**config.mk**
```make
export PLATFORM = sky130hd
export DESIGN_NAME = vga_sync_gen_flat
export DESIGN_NICKNAME = d
export VERILOG_FILES = /design/src/rtl/vga_sync_gen_if.sv /design/src/rtl/vga_sync_gen.sv /design/src/flat_wrapper.sv
export SDC_FILE = /design/constraint.sdc
export NUM_CORES = 1
export LEC_CHECK = 0
export BUFFER_PORTS_ARGS = -buffer_cell sky130_fd_sc_hd__buf_2
export CORE_MARGIN = 8
export CORE_UTILIZATION = 50
export DETAILED_ROUTE_END_ITERATION = 12
export GPL_TIMING_DRIVEN = 0
export PLACE_DENSITY = 0.79
export SYNTH_ARGS = -nofsm -noshare
export SYNTH_HDL_FRONTEND = slang
export SYNTH_SLANG_ARGS = --single-unit
```
**constraint.sdc**
```tcl
create_clock -name clk_25MHz -period 4.5 [get_ports clk_25MHz]
set_clock_uncertainty 0.05 [all_clocks]
set_input_delay 0.675 -clock clk_25MHz [delete_from_list [all_inputs] [get_ports clk_25MHz]]
set_output_delay 0.675 -clock clk_25MHz [all_outputs]
set_load 0.005 [all_outputs]
```
**src/rtl/vga_sync_gen_if.sv**
```systemverilog
// Signal bundle between a horizontal timing source and the vertical sync generator.
// The master drives the line position and line-end strobe; the slave returns sync and pixel info.
interface vga_sync_gen_if;
    logic        enable_V_Counter;
    logic [15:0] H_Count_Value;
    logic [15:0] V_Count_Value;
    logic        hsync;
    logic        vsync;
    logic        video_on;
    logic [9:0]  pixel_x;
    logic [9:0]  pixel_y;
    logic        frame_start;
    logic [7:0]  frame_count;

    modport master (
        output enable_V_Counter, H_Count_Value,
        input  V_Count_Value, hsync, vsync, video_on,
               pixel_x, pixel_y, frame_start, frame_count
    );

    modport slave (
        input  enable_V_Counter, H_Count_Value,
        output V_Count_Value, hsync, vsync, video_on,
               pixel_x, pixel_y, frame_start, frame_count
    );
endinterface

```
**src/rtl/vga_sync_gen.sv**
```systemverilog
// Vertical line counter plus registered hsync/vsync/video_on/pixel coordinate generation.
// Counts frames and pulses frame_start on the cycle V first reads 0 after a wrap.
module vga_sync_gen #(
    parameter int H_VISIBLE = 640,
    parameter int H_FP      = 16,
    parameter int H_SYNC    = 96,
    parameter int H_BP      = 48,
    parameter int V_VISIBLE = 480,
    parameter int V_FP      = 10,
    parameter int V_SYNC    = 2,
    parameter int V_BP      = 33
) (
    input  logic           clk_25MHz,
    input  logic           rst_n,
    vga_sync_gen_if.slave  bus
);

    localparam logic [15:0] H_VIS_L      = 16'(H_VISIBLE);
    localparam logic [15:0] H_TOTAL_L    = 16'(H_VISIBLE + H_FP + H_SYNC + H_BP);
    localparam logic [15:0] HS_START_L   = 16'(H_VISIBLE + H_FP);
    localparam logic [15:0] HS_END_L     = 16'(H_VISIBLE + H_FP + H_SYNC);
    localparam logic [15:0] V_VIS_L      = 16'(V_VISIBLE);
    localparam logic [15:0] V_LAST_L     = 16'(V_VISIBLE + V_FP + V_SYNC + V_BP - 1);
    localparam logic [15:0] VS_START_L   = 16'(V_VISIBLE + V_FP);
    localparam logic [15:0] VS_END_L     = 16'(V_VISIBLE + V_FP + V_SYNC);

    logic [15:0] v_cnt_q, v_cnt_d;
    logic [7:0]  frame_cnt_q, frame_cnt_d;
    logic        frame_start_q, frame_start_d;
    logic        hsync_q, hsync_d;
    logic        vsync_q, vsync_d;
    logic        video_on_q, video_on_d;
    logic [9:0]  pixel_x_q, pixel_x_d;
    logic [9:0]  pixel_y_q, pixel_y_d;

    logic        v_wrap;
    logic        h_in_line;
    logic        h_in_sync;
    logic        v_in_sync;

    // Out-of-range V values (>= last line) also wrap, so a corrupted counter recovers in one strobe.
    assign v_wrap    = bus.enable_V_Counter && (v_cnt_q >= V_LAST_L);
    assign h_in_line = bus.H_Count_Value < H_TOTAL_L;
    assign h_in_sync = h_in_line && (bus.H_Count_Value >= HS_START_L)
                       && (bus.H_Count_Value < HS_END_L);
    assign v_in_sync = (v_cnt_q >= VS_START_L) && (v_cnt_q < VS_END_L);

    always_comb begin
        v_cnt_d       = v_cnt_q;
        frame_cnt_d   = frame_cnt_q;
        frame_start_d = 1'b0;
        if (v_wrap) begin
            v_cnt_d       = '0;
            frame_cnt_d   = frame_cnt_q + 8'd1;
            frame_start_d = 1'b1;
        end else if (bus.enable_V_Counter) begin
            v_cnt_d = v_cnt_q + 16'd1;
        end
    end

    // Display timing uses the V value present at the edge, not the one being loaded.
    always_comb begin
        hsync_d    = ~h_in_sync;
        vsync_d    = ~v_in_sync;
        video_on_d = h_in_line && (bus.H_Count_Value < H_VIS_L) && (v_cnt_q < V_VIS_L);
        pixel_x_d  = '0;
        pixel_y_d  = '0;
        if (video_on_d) begin
            pixel_x_d = bus.H_Count_Value[9:0];
            pixel_y_d = v_cnt_q[9:0];
        end
    end

    always_ff @(posedge clk_25MHz or negedge rst_n) begin
        if (!rst_n) begin
            v_cnt_q       <= '0;
            frame_cnt_q   <= '0;
            frame_start_q <= 1'b0;
            hsync_q       <= 1'b1;
            vsync_q       <= 1'b1;
            video_on_q    <= 1'b0;
            pixel_x_q     <= '0;
            pixel_y_q     <= '0;
        end else begin
            v_cnt_q       <= v_cnt_d;
            frame_cnt_q   <= frame_cnt_d;
            frame_start_q <= frame_start_d;
            hsync_q       <= hsync_d;
            vsync_q       <= vsync_d;
            video_on_q    <= video_on_d;
            pixel_x_q     <= pixel_x_d;
            pixel_y_q     <= pixel_y_d;
        end
    end

    assign bus.V_Count_Value = v_cnt_q;
    assign bus.frame_count   = frame_cnt_q;
    assign bus.frame_start   = frame_start_q;
    assign bus.hsync         = hsync_q;
    assign bus.vsync         = vsync_q;
    assign bus.video_on      = video_on_q;
    assign bus.pixel_x       = pixel_x_q;
    assign bus.pixel_y       = pixel_y_q;

endmodule
```
**src/flat_wrapper.sv**
```systemverilog
// flat-port wrapper written by rule: the top's interface ports become plain ports
module vga_sync_gen_flat 
#(
    parameter int H_VISIBLE = 640,
    parameter int H_FP      = 16,
    parameter int H_SYNC    = 96,
    parameter int H_BP      = 48,
    parameter int V_VISIBLE = 480,
    parameter int V_FP      = 10,
    parameter int V_SYNC    = 2,
    parameter int V_BP      = 33
)
  (clk_25MHz, rst_n, bus_enable_V_Counter, bus_H_Count_Value, bus_V_Count_Value, bus_hsync, bus_vsync, bus_video_on, bus_pixel_x, bus_pixel_y, bus_frame_start, bus_frame_count);
  vga_sync_gen_if bus_i ();
  input  logic clk_25MHz;
  input  logic rst_n;
  input wire logic [$bits(bus_i.enable_V_Counter)-1:0] bus_enable_V_Counter;
  input wire logic [$bits(bus_i.H_Count_Value)-1:0] bus_H_Count_Value;
  output wire logic [$bits(bus_i.V_Count_Value)-1:0] bus_V_Count_Value;
  output wire logic [$bits(bus_i.hsync)-1:0] bus_hsync;
  output wire logic [$bits(bus_i.vsync)-1:0] bus_vsync;
  output wire logic [$bits(bus_i.video_on)-1:0] bus_video_on;
  output wire logic [$bits(bus_i.pixel_x)-1:0] bus_pixel_x;
  output wire logic [$bits(bus_i.pixel_y)-1:0] bus_pixel_y;
  output wire logic [$bits(bus_i.frame_start)-1:0] bus_frame_start;
  output wire logic [$bits(bus_i.frame_count)-1:0] bus_frame_count;
  assign bus_i.enable_V_Counter = bus_enable_V_Counter;
  assign bus_i.H_Count_Value = bus_H_Count_Value;
  assign bus_V_Count_Value = bus_i.V_Count_Value;
  assign bus_hsync = bus_i.hsync;
  assign bus_vsync = bus_i.vsync;
  assign bus_video_on = bus_i.video_on;
  assign bus_pixel_x = bus_i.pixel_x;
  assign bus_pixel_y = bus_i.pixel_y;
  assign bus_frame_start = bus_i.frame_start;
  assign bus_frame_count = bus_i.frame_count;
  vga_sync_gen #(.H_VISIBLE(H_VISIBLE), .H_FP(H_FP), .H_SYNC(H_SYNC), .H_BP(H_BP), .V_VISIBLE(V_VISIBLE), .V_FP(V_FP), .V_SYNC(V_SYNC), .V_BP(V_BP)) u_core (.clk_25MHz(clk_25MHz), .rst_n(rst_n), .bus(bus_i));
endmodule
```
==> parameters.txt <==
Parameter                              Value

Drt
  Residual antenna-violating net count after detailed routing ... 0
  Number of search-and-repair iterations in the first detailed-routing pass ... 4
  Remaining design rule violation count ... 0
  Number of vias after detailed routing ... 1484
  Number of violations reported at the end of detailed-routing iteration 0 ... 64
  Via count normalized by instance count ... roughly 5
  Average wire length per cell after detail routing ... about 14 µm
  Total length of routed wires ... roughly 4.2 mm

Place
  Routability-driven placement congestion ratio ... about 0.86
  Port Buffer Count ... 66
  Half-perimeter wire length of the detailed placement result ... 3.23 mm

GRT
  Antenna violations before repair ... 0
  Total grt overflow ... 0
  Global-route wire length before repair ... slightly above 7 mm
  Via count of the first global-routing pass ... approximately 1500
  Total Routing Usage GR ... 0.144
  Maximum number of pins on one net before global-route repair ... approximately 50

Setup path
  Crit path arrival time ... between 2 and 2.5 ns
  Crit start category ... primary input
  Crit-path max FO ... 10
  Critical path capture point type ... register
  Setup CP Type ... in2reg
  Required time of the critical path ... around 4.7 ns

Power
  Static leakage ... approximately 0.0013 µW
  P per Cell Area ... 351 nW/µm²
  Max VDD drop ... about 180 µV
  Seq pwr share ... 0.576
  Clock share of power ... 0.303
  Int Power ... ~630 µW
  Sw frac ... 0.279
  Share of power burned in combinational logic ... 0.122
  Switching pwr ... between 200 and 250 µW

Yosys
  Asr flop ratio synth ... 1.00
  Nets in the synthesized netlist ... 194
  Number of distinct standard cells referenced by the synthesized netlist ... 34
  Syn Area/Cell ... 11.6 µm²
  Gate Count Post-Synth ... 172
  Post-synth top flop ... dfrtp_1
  Portion of the post-synthesis area used by sequential elements ... 0.601
  Number of flip-flops and latches in the synthesized netlist ... 48
  Total standard cell area after synthesis ... approximately 2000 µm²
  Number of flops mapped to enable cells by yosys ... 0
  Count of synthesis-stage warnings from yosys ... 0

CTS
  Post-cts gate resize count ... 0
  CTS Buffer Depth ... 2
  Clk sinks ... 48
  Clock latency reported for the late side of the worst-skew pair ... approximately 0.30 ns
  Maximum level of the CTS H-tree ... 2
  Post-cts hold buffer count ... 0
  Count of buffers added by post-CTS timing repair for setup ... 0
  TritonCTS clock tree ... built
  Master cell of the clock root buffer ... clkbuf_8
  Number of buffers added by the clock tree synthesis step ... 5
  Clock transition at the register clock pins on the worst setup and hold paths after CTS ... about 0.090 ns

Layout
  Antenna fix cells ... 0
  Commonest cells after routing, fill and taps aside ... buf_2 (66), dfrtp_1 (46), and2_1 (20)
  Total Nets Final ... between 200 and 300
  Layout fillers ... between 300 and 400
  Most frequent standard cell in the layout excluding fill and tap cells ... buf_2
  Area growth from synthesis to final layout ... 24.5%
  Share of final-layout standard cells stronger than drive strength 1 ... 0.341

Die
  Core footprint ... approximately 3900 µm²
  Site Rows ... 23
  Number of ports placed on the die boundary ... 67
  Area of the die ... between 6000 and 7000 µm²
  Floorplan die height ... approximately 79 µm
  Die W ... between 70 and 80 µm
  Initial core utilization ... 0.512

Timing
  RSZ-0062 raised after global routing ... false
  Final count of pins violating max slew ... 0
  Top achievable clock speed ... between 400 and 500 MHz
  Tightest Pin Transition ... around 1 ns
  Post-route fraction of the period consumed by the critical path ... 0.491
  Hold slack ... roughly 0.43 ns
  Fin. Hold Viols ... 0
  Setup violators final ... 0
  Period minus WS final ... around 2.2 ns
  Setup Total Neg Slack ... 0 ns
  Max-slew headroom at the worst pin ... 0.334

Job
  Max-Cap Viols ... 0

Worst hold path
  HP Class ... reg2reg

Status
  Result of the run ... complete, no violations
power groups by stage:
stage / sequential [µW] / clock (µW) / combinational, µW
floorplan: 502 / 0 / 50.4
global placement: 510 / 0 / 105
detailed placement: 512 / 0 / 109
CTS: 502 / 272 / 109
global route: 511 / 291 / 122
finish: 504 / 265 / 107
metrics by stage:
| stage | instances | util | total power (µW) | cell area [µm²] | setup WS (ns) |
|---|---|---|---|---|---|
| 2_1_floorplan | 172 | - | 553 | 2000 | 2.22 |
| 3_3_place_gp | 288 | 0.612 | 615 | 2390 | 2.02 |
| 3_5_place_dp | 288 | 0.612 | 621 | 2390 | 1.98 |
| 4_1_cts | 296 | 0.637 | 884 | 2490 | 2.28 |
| 5_1_grt | 296 | 0.637 | 924 | 2490 | 2.16 |
| 6_report | 296 | 0.637 | 876 | 2490 | 2.29 |
worst max-delay path, stage by stage:
cell and delay [ns]:
buf_2 0.10, or4_4 0.54, a2111oi_4 0.38, nand2_2 0.11
a2111oi_4 0.27, buf_6 0.18, and2_1 0.13
path summary, 6_finish.rpt:
kind                                              from                     endpoint  slack [ns]  cells past startpoint
setup / recovery                 bus_H_Count_Value[15]        u_core.bus.pixel_y[4]        2.29                      7
hold / removal               u_core.bus.frame_count[7]    u_core.bus.frame_count[7]        0.43                      1
setup reg to reg           u_core.bus.V_Count_Value[2]  u_core.bus.V_Count_Value[7]        2.37                      6
hold reg to reg              u_core.bus.frame_count[7]    u_core.bus.frame_count[7]        0.43                      1
max in group asynchronous                        rst_n  u_core.bus.V_Count_Value[9]        3.30                      1
min in group asynchronous                        rst_n        u_core.bus.pixel_y[2]        0.50                      1
registers in the layout (all words and copies together) (netlist names):
name / cells
u_core.bus.hsync: 1
u_core.bus.pixel_x: 10
u_core.bus.pixel_y: 10
u_core.bus.frame_count: 8
u_core.bus.video_on: 1
u_core.bus.V_Count_Value: 16
u_core.bus.frame_start: 1
u_core.bus.vsync: 1
Yosys cell counts (all sizes together) (4+ instances only):
| cell type | number | area share |
|---|---|---|
| a21oi | 6 | 0.015 |
| and2 | 20 | 0.063 |
| and3 | 5 | 0.016 |
| dfrtp | 46 | 0.57 |
| inv | 6 | 0.011 |
| nand2 | 8 | 0.016 |
| nand3 | 7 | 0.017 |
| nand4 | 8 | 0.025 |
| nor2 | 16 | 0.030 |
| xnor2 | 8 | 0.035 |
| xor2 | 4 | 0.017 |
per-layer routing:
layer  part of all wire  routed length [µm]  GRT usage  vias up
met1               0.43                1830      0.175      689
met3              0.086                 365     0.0463        7
li1                   -                   -          -      730
met5                  0                   0          0        -
met2               0.47                1970      0.227       58
met4              0.017                  72     0.0648        0
final cells by class:
cell class / count / area (µm²) / area share
plain buffers: 4 / 30.0 / 0.0120
flip-flops and latches: 48 / 1200 / 0.483
clock inverters: 2 / 15.0 / 0.00602
well taps: 50 / 62.6 / 0.0251
repair buffers: 66 / 330 / 0.133
multi-input cells: 114 / 746 / 0.299
inverters: 6 / 22.5 / 0.00904
clock buffers: 6 / 82.6 / 0.0331
logic make-up (layout without fill, tap and decap cells):
logic type | count (synthesis) | count (layout) | synth area share
buf+inv | 10 | 84 | 0.0262
simple gates | 77 | 77 | 0.211
xor+xnor | 12 | 12 | 0.0525
compound gates | 19 | 19 | 0.0781
flops | 48 | 48 | 0.601
fa+ha+maj | 3 | 3 | 0.0188
other cells | 1 | 1 | 0.00187
mux | 2 | 2 | 0.0106
Power figures use the tool's default switching activity.
